File: config.mk
export PLATFORM = sky130hd
export DESIGN_NAME = dsm_dac_gen2
export DESIGN_NICKNAME = d
export VERILOG_FILES = /design/src/rtl/dsm_dac_gen2.sv
export SDC_FILE = /design/constraint.sdc
export NUM_CORES = 1
export LEC_CHECK = 0
export ABC_AREA = 1
export CORE_AREA = 2 2 96 98
export DETAILED_ROUTE_END_ITERATION = 16
export DIE_AREA = 0 0 98 100
export PLACE_DENSITY = 0.52
export SYNTH_ARGS = -nofsm -noshare
export SYNTH_HDL_FRONTEND = slang
export SYNTH_SLANG_ARGS = --single-unit
File: constraint.sdc
create_clock -name i_clk -period 14.65 [get_ports i_clk]
set_clock_uncertainty 0.15 [all_clocks]
set_input_delay 2.93 -clock i_clk [delete_from_list [all_inputs] [get_ports i_clk]]
set_output_delay 2.93 -clock i_clk [all_outputs]
set_load 0.01 [all_outputs]
File: src/rtl/dsm_dac_gen2.sv
// dsm_dac_gen2: 1-bit delta-sigma DAC (1st/2nd order) with a one-entry input
// buffer, OSR-paced sample loading, saturating integrators and status pulses.
`default_nettype none

module dsm_dac_gen2 #(
    parameter int DATA_WIDTH   = 4,
    parameter int ACC_WIDTH    = DATA_WIDTH + 4,
    parameter int ORDER        = 2,
    parameter int FEEDBACK_MAG = 2 ** (DATA_WIDTH - 1),
    parameter int OSR          = 16
) (
    input  logic                  i_clk,
    input  logic                  i_rst_n,
    input  logic                  i_sample,
    input  logic                  i_valid,
    output logic                  o_ready,
    input  logic [DATA_WIDTH-1:0] i_data,
    output logic                  o_dac_out,
    output logic                  o_underrun,
    output logic                  o_sat
);

    localparam int C_AW = (ACC_WIDTH > DATA_WIDTH + 3) ? ACC_WIDTH : DATA_WIDTH + 3;
    localparam int C_SW = C_AW + 2;
    localparam int C_CW = (OSR > 2) ? $clog2(OSR) : 1;
    localparam logic [C_CW-1:0]        C_LAST = C_CW'(OSR - 1);
    localparam logic signed [C_SW-1:0] C_FB   = C_SW'(FEEDBACK_MAG);
    localparam logic signed [C_SW-1:0] C_MAX  = (C_SW'(1) <<< (C_AW - 1)) - C_SW'(1);
    localparam logic signed [C_SW-1:0] C_MIN  = -C_MAX - C_SW'(1);

    generate
        if (ORDER != 1 && ORDER != 2) begin : g_order_check
            $error("dsm_dac_gen2: ORDER must be 1 or 2");
        end
    endgenerate

    logic                         r_buf_full;
    logic        [DATA_WIDTH-1:0] r_buf;
    logic        [DATA_WIDTH-1:0] r_x;
    logic        [C_CW-1:0]       r_osr_cnt;
    logic signed [C_AW-1:0]       r_int1;
    logic                         r_dac;
    logic                         r_underrun;
    logic                         r_sat;

    logic                         w_bnd;
    logic                         w_xfer;
    logic signed [C_SW-1:0]       w_fb;
    logic signed [C_SW-1:0]       w_sum1;
    logic                         w_clamp1;
    logic signed [C_AW-1:0]       w_int1_nxt;
    logic signed [C_AW-1:0]       w_last_nxt;
    logic                         w_clamp2;

    assign o_ready    = ~r_buf_full;
    assign o_dac_out  = r_dac;
    assign o_underrun = r_underrun;
    assign o_sat      = r_sat;

    assign w_bnd  = i_sample && (r_osr_cnt == C_LAST);
    assign w_xfer = i_valid && ~r_buf_full;
    assign w_fb   = r_dac ? C_FB : -C_FB;

    assign w_sum1 = {{2{r_int1[C_AW-1]}}, r_int1}
                  + {{(C_SW-DATA_WIDTH){r_x[DATA_WIDTH-1]}}, r_x}
                  - w_fb;
    assign w_clamp1   = (w_sum1 > C_MAX) || (w_sum1 < C_MIN);
    assign w_int1_nxt = (w_sum1 > C_MAX) ? C_MAX[C_AW-1:0] :
                        (w_sum1 < C_MIN) ? C_MIN[C_AW-1:0] : w_sum1[C_AW-1:0];

    generate
        if (ORDER == 2) begin : g_order2
            logic signed [C_AW-1:0] r_int2;
            logic signed [C_SW-1:0] w_sum2;

            assign w_sum2 = {{2{r_int2[C_AW-1]}}, r_int2}
                          + {{2{w_int1_nxt[C_AW-1]}}, w_int1_nxt}
                          - w_fb;
            assign w_clamp2   = (w_sum2 > C_MAX) || (w_sum2 < C_MIN);
            assign w_last_nxt = (w_sum2 > C_MAX) ? C_MAX[C_AW-1:0] :
                                (w_sum2 < C_MIN) ? C_MIN[C_AW-1:0] : w_sum2[C_AW-1:0];

            always_ff @(posedge i_clk or negedge i_rst_n) begin
                if (!i_rst_n) begin
                    r_int2 <= '0;
                end else if (i_sample) begin
                    r_int2 <= w_last_nxt;
                end
            end
        end else begin : g_order1
            assign w_clamp2   = 1'b0;
            assign w_last_nxt = w_int1_nxt;
        end
    endgenerate

    // Boundary with a full buffer drains it (o_ready is low, so no refill
    // can collide); otherwise a handshake fills the buffer.
    always_ff @(posedge i_clk or negedge i_rst_n) begin
        if (!i_rst_n) begin
            r_buf_full <= 1'b0;
            r_buf      <= '0;
            r_x        <= '0;
            r_underrun <= 1'b0;
        end else begin
            r_underrun <= w_bnd && ~r_buf_full;
            if (w_bnd && r_buf_full) begin
                r_x        <= r_buf;
                r_buf_full <= 1'b0;
            end else if (w_xfer) begin
                r_buf      <= i_data;
                r_buf_full <= 1'b1;
            end
        end
    end

    always_ff @(posedge i_clk or negedge i_rst_n) begin
        if (!i_rst_n) begin
            r_osr_cnt <= '0;
            r_int1    <= '0;
            r_dac     <= 1'b0;
            r_sat     <= 1'b0;
        end else begin
            r_sat <= i_sample && (w_clamp1 || w_clamp2);
            if (i_sample) begin
                r_osr_cnt <= w_bnd ? '0 : r_osr_cnt + C_CW'(1);
                r_int1    <= w_int1_nxt;
                r_dac     <= ~w_last_nxt[C_AW-1];
            end
        end
    end

endmodule

`default_nettype wire

## Word-level counts from Yosys, hierarchy flattened

Index checks and enable logic that the tools add are counted.

| cells by class | value |
|---|---|
| multiplexer cells | 8 |
| reductions and logical operators | 10 |
| order comparisons | 4 |
| bitwise logic cells | 3 |
| add/subtract/negate cells | 5 |
| eq/ne operators | 1 |

Operator list:

| operator | number |
|---|---|
| $mux 8 | 4 |
| $gt 10x8->1 const B | 2 |
| $lt 10x8->1 const B | 2 |
| $sub 10x10->10 | 2 |
| $mux 10 | 1 |
| $add 8x4->9 | 1 |
| $add 8x8->9 | 1 |
| $logic_and 1x1->1 | 5 |
| $add 4x1->4 const B | 1 |
| $eq 4x4->1 const B | 1 |
| $mux 4 | 1 |
| $logic_or 1x1->1 | 3 |
| $not 1->1 | 3 |
| $mux 1 | 2 |
| $reduce_and 2->1 | 1 |
| $reduce_bool 2->1 | 1 |

| word-level totals | value |
|---|---|
| flip-flop bits (word level) | 32 |
| output and inout port bits | 4 |
| word-level logic and storage cells | 40 |
| bits of input ports | 8 |

## Depth between registers and ports, before layout

Gate-level depths: netlist (run 1).

| logic depth | value |
|---|---|
| depth after elaboration | 11 |
| mapped depth | 44 |
| mapped depth without buffers | 44 |

## Least setup slack after synthesis (run 1)

No wires, ideal clock.

| timing | value |
|---|---|
| path kind | register to register |
| from | register r_x[0] |
| to | register r_sat (netlist: o_sat) |
| period minus slack after synthesis | 5.587 ns |
| arrival time | 5.305 ns |
| library setup time | 0.131 ns |
| setup slack | 9.063 ns |
| stages on the path, launching flop included | 34 |
| cells stage by stage | dfrtp_1 ha_1 fa_1 a21oi_1 o21ai_0 a21o_1 a21oi_1 xor2_1 inv_1 ha_1 nand3_1 nand3_2 xor2_1 nand3_2 nand2_4 inv_1 a21oi_1 ha_1 inv_1 fa_1 o21ai_0 a21oi_1 o21bai_1 a21oi_1 o21a_1 ha_1 inv_1 nor3_1 a22oi_4 inv_2 nand2_2 nand2_1 nor2_1 nor2_1 |

| on the way | value |
|---|---|
| word-level cells in the longest chain between the ends | 11 |
| elaborated cells on any way between the ends | 14 |
| classes of those cells | add/sub (4); order compare (4); mux (2); reduce/logical (4) |

RTL lines:

| item | line | source |
|---|---|---|
| start: declaration | 39 | `logic [DATA_WIDTH-1:0] r_x;` |
| start signal: assignment | 107 | `r_x <= r_buf;` |
| $add 8x4->9 (*) | 65 | `+ {{(C_SW-DATA_WIDTH){r_x[DATA_WIDTH-1]}}, r_x}` |
| $sub 10x10->10 (*) | 66 | `- w_fb;` |
| $lt 10x8->1 | 69 | `(w_sum1 < C_MIN) ? C_MIN[C_AW-1:0] : w_sum1[C_AW-1:0];` |
| $mux 8 | 69 |  |
| $mux 8 (*) | 68 | `assign w_int1_nxt = (w_sum1 > C_MAX) ? C_MAX[C_AW-1:0] :` |
| named net w_int1_nxt[0] | 51 | `logic signed [C_AW-1:0] w_int1_nxt;` |
| $add 8x8->9 (*) | 77 | `+ {{2{w_int1_nxt[C_AW-1]}}, w_int1_nxt}` |
| $sub 10x10->10 (*) | 78 | `- w_fb;` |
| $gt 10x8->1 / $lt 10x8->1 (equally long branches) | 79 | `assign w_clamp2 = (w_sum2 > C_MAX) \|\| (w_sum2 < C_MIN);` |
| $logic_or 1x1->1 (*) | 79 |  |
| $logic_or 1x1->1 (*) | 123 | `r_sat <= i_sample && (w_clamp1 \|\| w_clamp2);` |
| $logic_and 1x1->1 (*) | 123 |  |
| end signal: assignment | 123 |  |
| end: declaration | 44 | `logic r_sat;` |

The timed path passes the listed nets; every way through them passes the cells marked *.
A chain may end at the register's enable or synchronous reset.

## Worst setup path in the final report (run 1)

Same ends and word-level chain as after synthesis.

==> flow_summary.json, run 1 <==
{
  "status": "completed",
  "rows": 35,
  "drcViolationCount": 0,
  "setup_tns_ns": 0,
  "period_minus_slack_ns": 6.331,
  "grt_start_max_net_pins": 33,
  "clk-insertion-delay-late_ns": 0.28,
  "post-place-ws_ns": 8.325,
  "synthCells": 330,
  "gr-total-overflow": 0,
  "place_hpwl_um": 4035,
  "fp.dieH_um": 100,
  "cts_tree": "done",
  "rsz0062_at_grt": "false",
  "tightest_slew_ns": 0.6873,
  "synth_edf_count": 0,
  "ctsResizeCount": 0,
  "clk_pin_slew_ns": 0.07,
  "path_class": "reg -> reg",
  "synth.cells.most_frequent": "77 x nand2_1, 50 x inv_1, 32 x dfrtp_1, 27 x ha_1, 25 x a21oi_1",
  "synth_top_area_share_pct": 31.23,
  "drt.antenna.violating_nets": 0,
  "antenna_cells": 0,
  "synth_top_area_cell": "dfrtp_1",
  "fp.dieW_um": 98,
  "cts_setup_buffers": 0,
  "antenna_found_initial": 0,
  "finalSetupViolations": 0,
  "hold_violations": 0,
  "cp-end-kind": "register",
  "initial_utilization_pct": 28.84,
  "synth-seq-cells": 32,
  "synth-seq-area-share_pct": 31.23,
  "final_max_slew_viol_count": 0,
  "cpLargestDelayFamily": "compound AO/OA/AOI/OAI gates",
  "area_growth_syn_to_layout_pct": 13.42,
  "crit_slowest_cell": "fa_1",
  "period_share_pct": 43.21,
  "worstPathArrival_ns": 6.32,
  "grt_use_total_pct": 11.80,
  "ys_types": 28,
  "crit_top_cell": "a21oi_1",
  "crit_required_ns": 14.64,
  "yosysWarnings": 0,
  "num_vias": 2069,
  "root_buffer": "clkbuf_8",
  "die_area_um2": 9800,
  "slew_headroom_pct": 54.04,
  "synthArstFlopShare_pct": 100.0,
  "vias_per_cell": 4.527,
  "max_freq_mhz": 158.0,
  "critPathBufInv": 5,
  "first_pass_iters": 4,
  "cts.path.max_buffers": 2,
  "path_max_fanout": 10,
  "ios": 12,
  "grt_pass1_vias": 2101,
  "stdcell_count": 457,
  "routed_wl_um": 5160,
  "synth.area.top_cells": "dfrtp_1 31%, ha_1 13%, nand2_1 11%",
  "port-buffer-count": 11,
  "nets": 384,
  "h-tree-depth": 2,
  "clock_sinks": 32,
  "synth_most_common_cell": "nand2_1",
  "routedWlPerCell_um": 11.29,
  "core-area_um2": 8890,
  "synth_fp_nets": 369,
  "start_kind": "register",
  "cpPeakStageDelay_ns": 0.41,
  "placed_cells": 449,
  "min_path_type": "reg -> reg",
  "drt-initial-drc-count": 125,
  "cap_viol_max_count": 0,
  "fin_ws_ns": 8.319,
  "gp_congestion": 0.8256,
  "cts_made_buffers": 5,
  "syn_area_per_cell_um2": 7.769,
  "cts_hold_buf": 0,
  "postSynth.topFlopCell": "dfrtp_1",
  "grt_pass1_wl_um": 9563,
  "synth_area_um2": 2564,
  "drive_gt1_share_pct": 11.56
}
flip-flops by register name (all words and copies together) (netlist names):
register	cells
o_sat	1
r_int1	8
g_order2.r_int2	8
o_underrun	1
o_dac_out	1
r_buf_full	1
r_buf	4
r_x	4
r_osr_cnt	4
routing by layer:
layer	wire length (µm)	GRT usage (%)	part of all wire (%)	vias up
li1	-	-	-	1097
met1	2653	15.69	51	948
met2	2349	19.70	46	19
met3	75	1.811	1.5	5
met4	81	4.060	1.6	0
met5	0	0	0	-
logic make-up after synthesis:
kind of cell | Yosys count | share of synthesized area (%)
compound gates | 53 | 12.84
flops | 32 | 31.23
buf+inv | 56 | 8.541
simple gates | 146 | 26.99
xor+xnor | 12 | 4.100
fa+ha+maj | 31 | 16.30
worst paths after layout:
check	startpoint	to	cells past startpoint	slack, ns
max reg2reg	r_x[0]	o_sat	33	8.32
max	r_x[0]	o_sat	33	8.32
min	r_buf_full	o_underrun	1	0.27
max in group asynchronous	i_rst_n	o_sat	2	11.15
min reg2reg	r_buf_full	o_underrun	1	0.27
min in group asynchronous	i_rst_n	r_osr_cnt[2]	2	2.90
final cells by class:
class | instances | area (µm²)
multi-input combinational | 242 | 1544
clock inverter | 3 | 42.54
sequential | 32 | 800.8
timing repair buffer | 12 | 117.6
clock buffer | 5 | 68.82
fill | 963 | 5982
inverter | 52 | 195.2
tap | 111 | 138.9
metrics by stage:
step | instance area [µm²] | utilization (%) | hold slack [ns]
global route | 2908 | 32.71 | 0.3059
floorplan | 2564 | - | 0.2532
detailed placement | 2796 | 31.46 | 0.2610
global placement | 2796 | 31.46 | 0.2608
CTS | 2908 | 32.71 | 0.2706
finish | 2908 | 32.71 | 0.2730
worst reg2reg max path: cells and delay by family (launching register included):
kind	cells	cell delay [ns]
AND/OR/NAND/NOR	9	0.93
buffers and inverters	5	0.43
adder cells (fa/ha/maj)	6	1.89
AO/OA/AOI/OAI	11	2.01
flip-flops	1	0.39
XOR/XNOR	2	0.41
placed cells by master (no fill, tap or decap), types with 3 or more instances in the layout:
master / instances
nor3_1: 3
nor2_1: 17
nand3_2: 8
clkdlybuf4s50_1: 11
inv_1: 50
nand3_1: 22
fa_1: 4
o21ai_0: 14
nand2_4: 3
dfrtp_1: 32
xnor2_1: 4
nand2_1: 77
nand2_2: 14
a21oi_1: 25
ha_1: 27
clkbuf_8: 5
o21ai_1: 3
xor2_1: 8
Power of run 1 is not shown: default switching activity piles up to over one toggle a cycle in this logic, so the estimate is an artifact.
==> run 2, diff against run 1 <==
PLACE_DENSITY = 0.53   (was 0.52)
clock period = 5.2 ns   (was 14.65 ns; I/O delays follow)
==> run 2 against run 1 <==
Against the previous run:
- the flow now finishes with violations (setup timing)
- die area is the same
- register-to-register slack worse by 8.7 ns
- core utilization grew 11 points
- via count is 14% higher
- critical path type unchanged
==> flow_summary.json, run 2 (synthesis gave the netlist of run 1 again) <==
{
  "reg.largest.list": "g_order2.r_int2 (8), r_int1 (8)",
  "period_share_pct": 107.9,
  "min_path_type": "reg -> reg",
  "h-tree-depth": 2,
  "status": "finished, violations left",
  "port-buffer-count": 11,
  "rsz0062_at_grt": "true",
  "vias_per_cell": 4.530,
  "fp.dieH_um": 100,
  "antenna_found_initial": 0,
  "r2r_start": "r_int1[0]",
  "clk_pin_slew_ns": 0.07,
  "regArea_um2": 800.8,
  "routedWlPerCell_um": 11.92,
  "slew_headroom_pct": 54.24,
  "ios": 12,
  "multiInputGateArea_um2": 1993,
  "first_pass_iters": 4,
  "initial_utilization_pct": 28.84,
  "r2r_end": "o_sat",
  "start_kind": "register",
  "grt_start_max_net_pins": 33,
  "clk-insertion-delay-late_ns": 0.29,
  "tightest_slew_ns": 0.6856,
  "crit_slowest_cell": "dfrtp_1",
  "cap_viol_max_count": 0,
  "cp-end-kind": "register",
  "hold_violations": 0,
  "area_growth_syn_to_layout_pct": 50.37,
  "drive_gt1_share_pct": 41.22,
  "cts_made_buffers": 5,
  "core-area_um2": 8890,
  "reg2reg_depth": 34,
  "finalSetupViolations": 10,
  "routed_wl_um": 6211,
  "mostFrequentLayoutCells": "64 x nand2_1, 59 x buf_4, 44 x inv_1",
  "nets": 448,
  "gr-total-overflow": 0,
  "cpPeakStageDelay_ns": 0.38,
  "r2r_slack_ns": -0.41,
  "clock_sinks": 32,
  "grt_use_total_pct": 13.30,
  "cts_hold_buf": 0,
  "nFillCells": 840,
  "period_minus_slack_ns": 5.608,
  "antenna_cells": 0,
  "rows": 35,
  "holdPathEnd": "o_underrun",
  "drcViolationCount": 0,
  "max_freq_mhz": 178.3,
  "crit_required_ns": 5.19,
  "drt-initial-drc-count": 67,
  "worstPathArrival_ns": 5.60,
  "violations": "setup timing",
  "final_common_cell": "nand2_1",
  "worstSetupStartpoint": "r_int1[0]",
  "place_hpwl_um": 4438,
  "fp.dieW_um": 98,
  "cts_tree": "done",
  "setup_tns_ns": -3.626,
  "num_vias": 2360,
  "grt_pass1_vias": 2413,
  "fin_ws_ns": -0.4084,
  "path_max_fanout": 5,
  "holdPathStages": 1,
  "grt_pass1_wl_um": 10810,
  "final_max_slew_viol_count": 0,
  "root_buffer": "clkbuf_8",
  "hp-start": "r_buf_full",
  "gp_congestion": 0.8251,
  "crit_top_cell": "nand3_4",
  "path_class": "reg -> reg",
  "cts.path.max_buffers": 2,
  "drt.antenna.violating_nets": 0,
  "die_area_um2": 9800
}
run 2: routing by layer:
metal / track usage (%) / routed length, µm / vias to the layer above
li1: - / - / 1224
met1: 16.78 / 2836 / 1108
met2: 23.39 / 3122 / 19
met3: 2.437 / 135 / 9
met4: 3.739 / 116 / 0
met5: 0 / 0 / -
run 2: area by class of cell:
class                           instances  share of cell area (%)
Tap cell                              111                   3.603
Sequential cell                        32                   20.77
Multi-Input combinational cell        242                   51.70
Clock buffer                            6                   2.142
Timing Repair Buffer                   76                   16.33
Clock inverter                          2                  0.2597
Inverter                               52                   5.193
run 2: how the worst max path moves through the flow:
| stage | cells after the start | to |
|---|---|---|
| 2_1_floorplan | 35 | o_sat |
| 3_3_place_gp | 38 | o_sat |
| 3_5_place_dp | 34 | o_sat |
| 4_1_cts | 34 | o_sat |
| 5_1_grt | 34 | o_sat |
| 6_report | 34 | o_sat |
run 2: per-stage QoR:
| step | setup slack (ns) | area [µm²] | hold slack (ns) | utilization (%) | instances |
|---|---|---|---|---|---|
| finish | -0.4084 | 3855 | 0.2710 | 43.36 | 521 |
| CTS | -0.3269 | 3665 | 0.2774 | 41.22 | 516 |
| global route | -0.7270 | 3855 | 0.3010 | 43.36 | 521 |
| detailed placement | -0.5381 | 3293 | 0.2685 | 37.04 | 502 |
| global placement | -0.5447 | 3293 | 0.2769 | 37.04 | 502 |
| floorplan | -0.04182 | 2663 | 0.2532 | - | 330 |
run 2: worst max-delay path: cells and delay by family, from the launching register on:
kind / cells / cell delay [ns]
AO/OA/AOI/OAI: 9 / 1.35
XOR/XNOR: 3 / 0.48
adder cells (fa/ha/maj): 6 / 1.76
buffers and inverters: 5 / 0.32
flip-flops: 1 / 0.38
AND/OR/NAND/NOR: 11 / 1.00
run 2: repair_timing:
item / in CTS / in global routing
gates resized for setup: 50 / 30
pin swaps: 21 / 22
setup endpoints to repair: 10 / 10
setup buffers: 6 / 5
cloned: 0 / 0
Power of run 2 is left out for the same reason.
